**config.mk**
```make
export PLATFORM = sky130hd
export DESIGN_NAME = iob_ahb2axis
export DESIGN_NICKNAME = d
export VERILOG_FILES = /design/src/rtl/iob_ahb2axis.sv
export SDC_FILE = /design/constraint.sdc
export NUM_CORES = 1
export LEC_CHECK = 0
export BUFFER_PORTS_ARGS = -buffer_cell sky130_fd_sc_hd__buf_2
export CAP_MARGIN = 20
export CORE_UTILIZATION = 47
export DETAILED_ROUTE_END_ITERATION = 10
export PLACE_DENSITY = 0.79
export SLEW_MARGIN = 20
export SYNTH_ARGS = -nofsm -noshare
export SYNTH_HDL_FRONTEND = slang
export SYNTH_SLANG_ARGS = --single-unit
export TNS_END_PERCENT = 20
```
**constraint.sdc**
```tcl
create_clock -name clk_i -period 2.1 [get_ports clk_i]
set_input_delay 0.21 -clock clk_i [delete_from_list [all_inputs] [get_ports clk_i]]
set_output_delay 0.21 -clock clk_i [all_outputs]
set_load 0.02 [all_outputs]
```
**src/rtl/iob_ahb2axis.sv**
```systemverilog
// iob_ahb2axis: AHB subordinate that turns writes into out_axis beats (tlast at burst end) and serves reads from in_axis.
// Latency: a write beat shows on out_axis one cycle after its data phase (later while the following HTRANS is BUSY); reads are zero-cycle.
// Backpressure: out_axis_tready low stretches write data phases; in_axis_tvalid low stretches read data phases.
// Ports: clk_i/arst_n_i/cke_i; s_ahb_* AHB subordinate port; out_axis_* + out_addr_o write stream;
//        in_axis_* read stream; rd_addr_o address of the read currently in its data phase.
module iob_ahb2axis #(
  parameter int ADDR_WIDTH = 32,
  parameter int DATA_WIDTH = 32,
  parameter int STRB_WIDTH = DATA_WIDTH / 8
) (
  input  logic                  clk_i,
  input  logic                  arst_n_i,
  input  logic                  cke_i,
  input  logic                  s_ahb_sel_i,
  input  logic [ADDR_WIDTH-1:0] s_ahb_addr_i,
  input  logic [1:0]            s_ahb_trans_i,
  input  logic                  s_ahb_write_i,
  input  logic [2:0]            s_ahb_size_i,
  input  logic [2:0]            s_ahb_burst_i,
  input  logic [3:0]            s_ahb_prot_i,
  input  logic                  s_ahb_mastlock_i,
  input  logic [DATA_WIDTH-1:0] s_ahb_wdata_i,
  input  logic [STRB_WIDTH-1:0] s_ahb_wstrb_i,
  input  logic                  s_ahb_ready_i,
  output logic                  s_ahb_readyout_o,
  output logic                  s_ahb_resp_o,
  output logic [DATA_WIDTH-1:0] s_ahb_rdata_o,
  output logic [DATA_WIDTH-1:0] out_axis_tdata_o,
  output logic [STRB_WIDTH-1:0] out_axis_tkeep_o,
  output logic                  out_axis_tlast_o,
  output logic                  out_axis_tvalid_o,
  input  logic                  out_axis_tready_i,
  output logic [ADDR_WIDTH-1:0] out_addr_o,
  input  logic [DATA_WIDTH-1:0] in_axis_tdata_i,
  input  logic                  in_axis_tvalid_i,
  output logic                  in_axis_tready_o,
  output logic [ADDR_WIDTH-1:0] rd_addr_o
);

  localparam logic [1:0] TRANS_BUSY   = 2'b01;
  localparam logic [1:0] TRANS_NONSEQ = 2'b10;
  localparam logic [1:0] TRANS_SEQ    = 2'b11;
  localparam logic [2:0] FULL_SIZE    = 3'($clog2(STRB_WIDTH));

  typedef enum logic [2:0] {
    ST_IDLE,
    ST_WRITE,
    ST_READ,
    ST_ERR1,
    ST_ERR2
  } state_t;

  state_t state_q, state_d;

  logic                  step;
  logic                  xfer;
  logic                  size_ok;
  logic                  addr_busy;
  logic                  addr_seq;
  logic                  wr_cap;
  logic                  beat_fire;

  logic                  beat_vld_q;
  logic                  beat_res_q;
  logic                  beat_last_q;
  logic [DATA_WIDTH-1:0] beat_data_q;
  logic [STRB_WIDTH-1:0] beat_keep_q;
  logic [ADDR_WIDTH-1:0] out_addr_q;
  logic                  wr_first_q;
  logic [ADDR_WIDTH-1:0] wr_addr_q;
  logic [ADDR_WIDTH-1:0] rd_addr_q;

  // HBURST/HPROT/HMASTLOCK carry nothing this block acts on.
  logic unused_ok;
  assign unused_ok = ^{s_ahb_burst_i, s_ahb_prot_i, s_ahb_mastlock_i};

  // step: an edge at which the bus pipeline advances (address and data phase sampled).
  assign step      = cke_i & s_ahb_ready_i;
  assign xfer      = s_ahb_sel_i & s_ahb_trans_i[1];
  assign size_ok   = (s_ahb_size_i == FULL_SIZE);
  // HTRANS seen on the address bus decides whether the beat just written ends its burst.
  assign addr_busy = s_ahb_sel_i & (s_ahb_trans_i == TRANS_BUSY);
  assign addr_seq  = s_ahb_sel_i & (s_ahb_trans_i == TRANS_SEQ) & size_ok;
  assign wr_cap    = step & (state_q == ST_WRITE) & s_ahb_readyout_o;
  assign beat_fire = out_axis_tvalid_o & out_axis_tready_i;

  // State register
  always_ff @(posedge clk_i or negedge arst_n_i) begin
    if (!arst_n_i) begin
      state_q <= ST_IDLE;
    end else if (cke_i) begin
      state_q <= state_d;
    end
  end

  // Next state
  always_comb begin
    state_d = state_q;
    if (state_q == ST_ERR1) begin
      state_d = ST_ERR2;
    end else if (s_ahb_ready_i) begin
      if (!xfer) begin
        state_d = ST_IDLE;
      end else if (!size_ok) begin
        state_d = ST_ERR1;
      end else if (s_ahb_write_i) begin
        state_d = ST_WRITE;
      end else begin
        state_d = ST_READ;
      end
    end
  end

  // Outputs decoded from the data-phase state
  always_comb begin
    s_ahb_readyout_o = 1'b1;
    s_ahb_resp_o     = 1'b0;
    s_ahb_rdata_o    = '0;
    in_axis_tready_o = 1'b0;
    case (state_q)
      ST_WRITE: s_ahb_readyout_o = ~beat_vld_q | out_axis_tready_i;
      ST_READ: begin
        in_axis_tready_o = 1'b1;
        s_ahb_readyout_o = in_axis_tvalid_i;
        s_ahb_rdata_o    = in_axis_tdata_i;
      end
      ST_ERR1: begin
        s_ahb_readyout_o = 1'b0;
        s_ahb_resp_o     = 1'b1;
      end
      ST_ERR2: s_ahb_resp_o = 1'b1;
      default: ;
    endcase
  end

  // Beat register and address tracking
  always_ff @(posedge clk_i or negedge arst_n_i) begin
    if (!arst_n_i) begin
      beat_vld_q  <= 1'b0;
      beat_res_q  <= 1'b0;
      beat_last_q <= 1'b0;
      beat_data_q <= '0;
      beat_keep_q <= '0;
      out_addr_q  <= '0;
      wr_first_q  <= 1'b0;
      wr_addr_q   <= '0;
      rd_addr_q   <= '0;
    end else if (cke_i) begin
      if (wr_cap) begin
        beat_vld_q  <= 1'b1;
        beat_data_q <= s_ahb_wdata_i;
        beat_keep_q <= s_ahb_wstrb_i;
        beat_res_q  <= ~addr_busy;
        beat_last_q <= ~addr_seq;
        // out_addr moves only when the burst's first beat enters the register,
        // so it always describes the beat on out_axis.
        if (wr_first_q) begin
          out_addr_q <= wr_addr_q;
        end
      end else begin
        // A BUSY after the last written beat leaves tlast open; keep sampling HTRANS.
        if (step && beat_vld_q && !beat_res_q) begin
          beat_res_q  <= ~addr_busy;
          beat_last_q <= ~addr_seq;
        end
        if (beat_fire) begin
          beat_vld_q <= 1'b0;
        end
      end

      if (step && xfer && size_ok) begin
        if (s_ahb_write_i) begin
          wr_first_q <= (s_ahb_trans_i == TRANS_NONSEQ);
          wr_addr_q  <= s_ahb_addr_i;
        end else begin
          rd_addr_q <= s_ahb_addr_i;
        end
      end
    end
  end

  assign out_axis_tvalid_o = beat_vld_q & beat_res_q;
  assign out_axis_tdata_o  = beat_data_q;
  assign out_axis_tkeep_o  = beat_keep_q;
  assign out_axis_tlast_o  = beat_last_q;
  assign out_addr_o        = out_addr_q;
  assign rd_addr_o         = rd_addr_q;

endmodule

```
==> reports/results.tsv, run 1 <==
metric	value	unit
outcome	complete, no violations	
final_cells	780	
cts_setup_buffers	0	
cp-start-kind	flip-flop	
netlist.area_leader.share	60.77	%
grt_max_degree	63	
fin_skew	0.007787	ns
numCtsBuffers	17	
grt_pass1_wl	21170	um
hp-class	input port to flip-flop	
grt-ovfl-total	0	
dr.pass1.iters	4	
finalHoldViolations	0	
grt_pass1_vias	4201	
slew_headroom	61.04	%
setup-tns-final	0	ns
register_area	0.003480	mm^2
slew_viol_final	0	
cts_tree	yes	
crit_path_max_fanout	4	
antenna_left	0	
syn2layout_area_growth	38.30	%
finalInstanceArea	0.007916	mm^2
cts_max_level	4	
root_buffer	clkbuf_16	
rsz0062_at_grt	no	
synth_nets	479	
clk_pin_slew	0.06	ns
routed-wl-met3	667	um
min_period_over_period	91.71	%
synth_area_leaders	dfrtp_1 61%, mux2_2 20%, mux2_4 7.9%	
grt_antenna_before_repair	0	
fin_util	67.88	%
setup_slack	0.1740	ns
num_rows	39	
core	0.01166	mm^2
ir_drop	0.8022	mV
grt_use_total	22.28	%
synth_cell_type_count	32	
synthCells	358	
diodes	0	
dp.cells	746	
wl_met2	7425	um
dp_hpwl	9904	um
p_leak	4.374	nW
die_y	112.4	um
syn_area_per_cell	15.99	um^2
clock-sinks	139	
drv_cap	0	
die_w	112.4	um
fillCellCount	853	
io_buffers	249	
yosysWarnings	0	
vias_per_cell	5.017	
pin_count	258	
die-area	0.01262	mm^2
start_util	49.08	%
wl	13280	um
worstMarginPinSlew	0.5844	ns
yosys.area.top_type	dfrtp_1	
drive_gt1_share	67.66	%
cts_buffer_depth	2	
top_layer	met4	
timing.fmax	0.5192	GHz
nNetsFinal	745	
place_ws	0.1603	ns
wl_per_cell	17.03	um
cp.required	1.89	ns
worstSkewPairLatency	0.41	ns
met1_length	4918	um
netlist_area	0.005724	mm^2
period_minus_slack	1.926	ns
drt_iter0_markers	153	
arrival	1.72	ns
seq_area_frac_synth	60.77	%
multi_input_area	0.002102	mm^2
setup_viol	0	
ys_ff_latch	139	
path_class	flip-flop to output port	
gp_congestion	0.9390	
dpl_cell_area	0.007196	mm^2
drc	0	
vias	3913	
crit_path_end_kind	output port	
power_density	1138	mW/mm^2
==> layout by cell type (no fill, tap or decap), types with 3 or more instances in the layout <==
cell type,Yosys,layout
buf_2,3,248
dfrtp_1,139,138
mux2_2,101,101
and2_1,33,33
mux2_4,30,30
clkbuf_16,0,17
bufinv_16,0,7
buf_4,6,7
buf_12,3,6
mux2_1,5,5
inv_1,3,3
o21ai_0,3,3
nand2_1,3,3
==> cell usage after synthesis, drive strengths merged <==
| master | number |
|---|---|
| dfrtp | 139 |
| mux2 | 136 |
| and2 | 33 |
| buf | 13 |
| clkbuf | 4 |
| nand2 | 4 |
| inv | 3 |
| o21ai | 3 |
| a211oi | 2 |
| a21o | 2 |
| a31oi | 2 |
| nand4b | 2 |
| nor2b | 2 |
| nor3b | 2 |
| nor4b | 2 |
| a2bb2oi | 1 |
| and3b | 1 |
| nand3 | 1 |
| nand3b | 1 |
| nand4 | 1 |
| nor2 | 1 |
| nor3 | 1 |
| o31ai | 1 |
| or4b | 1 |
==> what timing repair did <==
| item | 4_1_cts | 5_1_grt |
|---|---|---|
| gates resized for setup | 0 | 1 |
| hold buffers | 2 | 0 |
| hold endpoints to repair | 61 | 0 |
| endpoints found under the setup margin | 0 | 32 |
==> state kept, by name (all words and copies together) (netlist names), 3 cells and up <==
name              count
state_q               3
rd_addr_o            32
out_axis_tdata_o     32
wr_addr_q            32
out_addr_o           32
out_axis_tkeep_o      4
==> layout make-up <==
type,instances,share of cell area [%]
Clock inverter,11,3.019
Inverter,3,0.1422
Multi-Input combinational cell,199,26.55
Timing Repair Buffer,264,18.26
Clock buffer,21,5.816
Tap cell,143,2.260
Sequential cell,139,43.95
==> metal layers <==
metal | vias up | global-route usage (%)
met3 | 22 | 5.886
li1 | 1793 | -
met4 | 0 | 9.956
met2 | 152 | 41.95
met5 | - | 0
met1 | 1946 | 23.14
==> per-stage QoR <==
step                power, mW  hold WS, ns
floorplan               4.714     -0.08559
global placement        5.493       0.2240
detailed placement      5.579       0.2410
CTS                     9.111     0.006909
global route            9.384      0.01199
finish                  9.009      0.02555
==> critical path, cell delays in order (launching register included) <==
cell and delay (ns):
dfrtp_1 0.37, nor2b_1 0.47, nand2_1 0.12, a21o_1 0.19
buf_2 0.16
==> where the power goes <==
| part | leakage [nW] | switching, mW | internal, mW |
|---|---|---|---|
| Clock | 0.333 | 1.08 | 2.41 |
| Sequential | 1.83 | 0.276 | 3.18 |
| Combinational | 2.21 | 1.17 | 0.895 |
| Total | 4.37 | 2.52 | 6.49 |
==> logic make-up (layout without fill, tap and decap cells) <==
| kind of cell | Yosys count | in the layout | share of synthesized area, % |
|---|---|---|---|
| DFF | 139 | 139 | 60.77 |
| muxes | 136 | 136 | 28.72 |
| and+or+nand+nor | 52 | 52 | 6.470 |
| buffers and inverters | 20 | 299 | 2.754 |
| AOI/OAI and AO/OA | 11 | 11 | 1.289 |
==> path summary, 6_finish.rpt <==
path	slack (ns)	end	cells past startpoint	startpoint
min in group asynchronous	0.34	rd_addr_o[30]	2	arst_n_i
worst min-delay path	0.03	out_axis_tdata_o[8]	2	s_ahb_wdata_i[8]
worst max-delay path	0.17	s_ahb_readyout_o	4	beat_vld_q
worst max register to register	0.28	out_axis_tdata_o[6]	5	state_q[2]
max in group asynchronous	1.11	state_q[1]	3	arst_n_i
worst min register to register	0.49	out_addr_o[31]	1	out_addr_o[31]
Note: power is estimated with default switching activity, not from simulation.
==> inputs of run 2 (changes only) <==
--- a/config.mk
+++ b/config.mk
@@ -9,7 +9,7 @@
 export CAP_MARGIN = 20
 export CORE_UTILIZATION = 47
 export DETAILED_ROUTE_END_ITERATION = 10
-export PLACE_DENSITY = 0.79
+export PLACE_DENSITY_LB_ADDON = 0.15
 export SLEW_MARGIN = 20
 export SYNTH_ARGS = -nofsm -noshare
 export SYNTH_HDL_FRONTEND = slang
==> constraint.sdc (replaced) <==
create_clock -name clk_i -period 2.1 [get_ports clk_i]
set_input_delay 0.105 -clock clk_i [delete_from_list [all_inputs] [get_ports clk_i]]
set_output_delay 0.105 -clock clk_i [all_outputs]
set_load 0.02 [all_outputs]
==> run 2 against run 1 <==
Against the previous run: sequential power about the same; final cell count increased by 9.2%; register-to-register slack is essentially flat; utilization rose by 4.5 points; first-iteration DRC count up 2.6%; final area rose by 6.6%; routed wire length grew 11%; clock skew is 0.00096 ns lower; fmax shrank 0.43%; critical endpoint is now wr_addr_q[27].
==> reports/results.tsv, run 2 (synthesis results as in run 1) <==
metric	value	unit
gp_congestion	0.9333	
layout_commonest_cell	buf_2	
final_cells	852	
total_power	8.412	mW
drt_iter0_markers	157	
crit_path_end_kind	flip-flop	
cts_setup_buffers	0	
setup-tns-final	0	ns
clkPwrFrac	32.2	%
worstSkewPairLatency	0.42	ns
drc	0	
p_sw	2.573	mW
crit_path_max_fanout	20	
layout_common_cells	248 x buf_2, 138 x dfrtp_1, 101 x mux2_2, 72 x dlygate4sd3_1, 33 x and2_1	
antenna_left	0	
vias_per_cell	4.987	
cts_tree	yes	
die-area	0.01262	mm^2
cts_buffer_depth	2	
intPower	5.839	mW
start_util	49.08	%
drive_gt1_share	60.76	%
slowest_delay	0.66	ns
min_period_over_period	92.11	%
die_y	112.4	um
drv_cap	0	
fin_skew	0.006823	ns
vias	4249	
wl_per_cell	17.25	um
power_density	997.1	mW/mm^2
arrival	2.23	ns
root_buffer	clkbuf_16	
grt-ovfl-total	0	
worstMarginPinSlew	0.5454	ns
clk_pin_slew	0.06	ns
clock-sinks	139	
worst_path_max_delay_cell	or4b_2	
grt_use_total	24.11	%
pin_count	258	
path_cells	dlygate4sd3_1 > buf_2 > nand2_2 > or4b_2 > buf_4 > mux2_4	
grt_antenna_before_repair	3	
io_buffers	249	
dp.cells	746	
dp_hpwl	9766	um
die_w	112.4	um
numCtsBuffers	17	
grt_pass1_vias	4548	
wl	14700	um
timing.fmax	0.5170	GHz
dpl_cell_area	0.007171	mm^2
cp-start-kind	input port	
cts_max_level	4	
num_rows	39	
ir_drop	0.8460	mV
syn2layout_area_growth	47.39	%
grt_max_degree	60	
swShare	30.58	%
setup_viol	0	
p_leak	4.593	nW
finalHoldViolations	0	
pwr-share-seq	41.4	%
power_frac_comb	26.4	%
core	0.01166	mm^2
finalInstanceArea	0.008437	mm^2
hp-class	input port to flip-flop	
cp.required	2.39	ns
outcome	complete, no violations	
nNetsFinal	815	
grt_pass1_wl	22790	um
rsz0062_at_grt	no	
dr.pass1.iters	5	
slew_headroom	63.64	%
slew_viol_final	0	
period_minus_slack	1.934	ns
path_class	input port to flip-flop	
-- run 2: cell types whose count changed in the layout (fill, tap and decap cells not counted), sizes merged --
| cell | previous run | this run |
|---|---|---|
| dlygate4sd3 | 2 | 72 |
| bufinv | 7 | 1 |
| clkinv | 2 | 7 |
| diode | 0 | 3 |
| clkbuf | 21 | 22 |
| clkinvlp | 2 | 1 |
-- run 2: layout make-up --
cell class	count	area [um^2]
Tap cell	143	178.9
Timing Repair Buffer	334	2121
Fill cell	808	3226
Clock inverter	9	72.57
Clock buffer	22	464.2
Inverter	3	11.26
Sequential cell	139	3480
Multi-Input combinational cell	199	2102
Antenna cell	3	7.507
-- run 2: worst paths after layout --
path | startpoint | slack, ns | cells past startpoint | endpoint
setup / recovery | s_ahb_ready_i | 0.17 | 6 | wr_addr_q[27]
hold / removal | s_ahb_sel_i | 0.03 | 3 | out_axis_tlast_o
setup reg to reg | state_q[2] | 0.27 | 4 | out_addr_o[22]
hold reg to reg | out_addr_o[31] | 0.48 | 1 | out_addr_o[31]
max in group asynchronous | arst_n_i | 1.17 | 3 | out_addr_o[20]
min in group asynchronous | arst_n_i | 0.23 | 2 | rd_addr_o[1]
-- run 2: timing repair --
item,in CTS,in global routing
gates resized for setup,0,1
setup endpoints to repair,0,7
endpoints found under the hold margin,159,0
hold buffers,72,0
-- run 2: through the flow --
stage,util [%],worst slack [ns],hold WS (ns)
floorplan,-,0.2848,-0.1906
global placement,61.48,0.2676,0.1032
detailed placement,61.48,0.2594,0.1118
CTS,72.27,0.1228,0.01227
finish,72.34,0.1657,0.02969
global route,72.34,0.1035,0.04067
-- run 2: routing by layer --
layer	GRT usage (%)	wire (um)	vias to the layer above
li1	-	-	1935
met1	24.07	5183	2103
met2	45.71	8227	184
met3	6.695	914	27
met4	12.00	375	0
met5	0	0	-
-- run 2: critical path, delay by kind of cell --
kind,cells,cell delay (ns)
buffers and inverters,3,1.02
multiplexers,1,0.34
AND/OR/NAND/NOR,2,0.75
-- run 2: power by group through the flow --
| stage | registers [mW] | logic, mW | clock network (mW) |
|---|---|---|---|
| 6_report | 3.48 | 2.22 | 2.71 |
| 5_1_grt | 3.54 | 2.33 | 2.89 |
| 4_1_cts | 3.46 | 2.21 | 2.76 |
| 3_5_place_dp | 3.50 | 2.07 | 0 |
| 3_3_place_gp | 3.46 | 2.03 | 0 |
| 2_1_floorplan | 3.98 | 0.732 | 0 |
==> inputs of run 3 (changes only) <==
--- a/config.mk
+++ b/config.mk
@@ -14,4 +14,3 @@
 export SYNTH_ARGS = -nofsm -noshare
 export SYNTH_HDL_FRONTEND = slang
 export SYNTH_SLANG_ARGS = --single-unit
-export TNS_END_PERCENT = 20
==> constraint.sdc (replaced) <==
create_clock -name clk_i -period 2.1 [get_ports clk_i]
set_input_delay 0.21 -clock clk_i [delete_from_list [all_inputs] [get_ports clk_i]]
set_output_delay 0.21 -clock clk_i [all_outputs]
set_load 0.02 [all_outputs]
==> run 3 against run 2 <==
Against the previous run: clock power rose by 13%; final area fell by 7.2%; utilization fell by 5.2 points; critical endpoint is now s_ahb_rdata_o[0]; highest routed layer unchanged.
==> reports/results.tsv, run 3 (synthesis results as in run 1) <==
metric	value	unit
drt_iter0_markers	155	
die-area	0.01262	mm^2
wl_per_cell	16.89	um
final_cells	782	
syn2layout_area_growth	36.77	%
pin_count	258	
crit_path_end_kind	output port	
hp-class	input port to flip-flop	
setup_viol	0	
power_frac_comb	24.2	%
die_w	112.4	um
fin_skew	0.005093	ns
rsz0062_at_grt	no	
cts_setup_buffers	0	
place_ws	0.1724	ns
pwr-share-seq	40.1	%
drc	0	
grt_antenna_before_repair	1	
cts_tree	yes	
vias	3899	
num_rows	39	
vias_per_cell	4.986	
die_y	112.4	um
worstSkewPairLatency	0.41	ns
dp.cells	748	
nNetsFinal	746	
power_density	1097	mW/mm^2
layout_commonest_cell	buf_2	
outcome	complete, no violations	
dp_hpwl	9788	um
start_util	49.08	%
worstMarginPinSlew	0.4868	ns
total_power	8.587	mW
io_buffers	249	
slew_headroom	67.48	%
grt-ovfl-total	0	
slew_viol_final	0	
arrival	1.77	ns
root_buffer	clkbuf_16	
grt_use_total	22.30	%
cp.required	1.89	ns
gp_congestion	0.9379	
swShare	28.85	%
numCtsBuffers	17	
intPower	6.109	mW
fin_util	67.13	%
grt_max_degree	51	
core	0.01166	mm^2
finalHoldViolations	0	
setup-tns-final	0	ns
drv_cap	0	
setup_slack	0.1207	ns
layout_common_cells	248 x buf_2, 138 x dfrtp_1, 101 x mux2_2, 33 x and2_1, 30 x mux2_4	
grt_pass1_vias	4139	
cp-start-kind	flip-flop	
timing.fmax	0.5052	GHz
antenna_left	0	
dr.pass1.iters	4	
crit_path_max_fanout	33	
cts_buffer_depth	2	
r2r_slack	0.27	ns
p_sw	2.477	mW
clock-sinks	139	
drive_gt1_share	67.55	%
grt_pass1_wl	20910	um
path_class	flip-flop to output port	
min_period_over_period	94.25	%
p_leak	4.344	nW
wl	13210	um
clkPwrFrac	35.7	%
ir_drop	0.7631	mV
cts_max_level	4	
period_minus_slack	1.979	ns
clk_pin_slew	0.05	ns
run 3: worst paths after layout:
check	from	end	cells after the start
max	state_q[0]	s_ahb_rdata_o[0]	5
min	s_ahb_wdata_i[7]	out_axis_tdata_o[7]	2
max reg2reg	state_q[2]	out_addr_o[10]	4
min reg2reg	out_addr_o[0]	out_addr_o[0]	1
max in group asynchronous	arst_n_i	state_q[1]	3
min in group asynchronous	arst_n_i	out_addr_o[1]	2
run 3: timing repair:
action,CTS,global route
endpoints found under the hold margin,47,0
setup endpoints to repair,0,32
gates resized for setup,0,1
hold buffers,1,0
run 3: power by group through the flow:
| stage | logic [mW] | clock network [mW] | registers, mW |
|---|---|---|---|
| 2_1_floorplan | 0.732 | 0 | 3.98 |
| 3_3_place_gp | 2.06 | 0 | 3.45 |
| 3_5_place_dp | 2.10 | 0 | 3.48 |
| 4_1_cts | 2.11 | 3.13 | 3.45 |
| 5_1_grt | 2.22 | 3.24 | 3.51 |
| 6_report | 2.08 | 3.06 | 3.45 |
run 3: final cells by class:
class	count	area [um^2]
antenna	1	2.502
clock buffer	26	509.2
clock inverter	6	107.6
fill	895	3834
inverter	3	11.26
multi-input combinational	199	2102
sequential	139	3480
tap	143	178.9
timing repair buffer	265	1438
run 3: critical path, cell delays in order, from the launching register on:
cell	delay, ns
dfrtp_1	0.37
buf_4	0.16
nor3b_2	0.20
buf_4	0.27
and2_1	0.16
buf_2	0.18
run 3: through the flow:
step / area, um^2 / hold slack (ns)
final: 7829 / 0.01964
after global routing: 7829 / 0.002768
after CTS: 7825 / 0.002472
after detailed placement: 7198 / 0.1873
after global placement: 7198 / 0.1804
after floorplan: 5724 / -0.08559
run 3: layer usage:
layer	vias to the layer above	routed length (um)	global-route usage, %
met3	24	738	6.479
met2	151	7218	40.70
met5	-	0	0
met1	1926	4915	23.72
met4	0	337	10.40
li1	1798	-	-
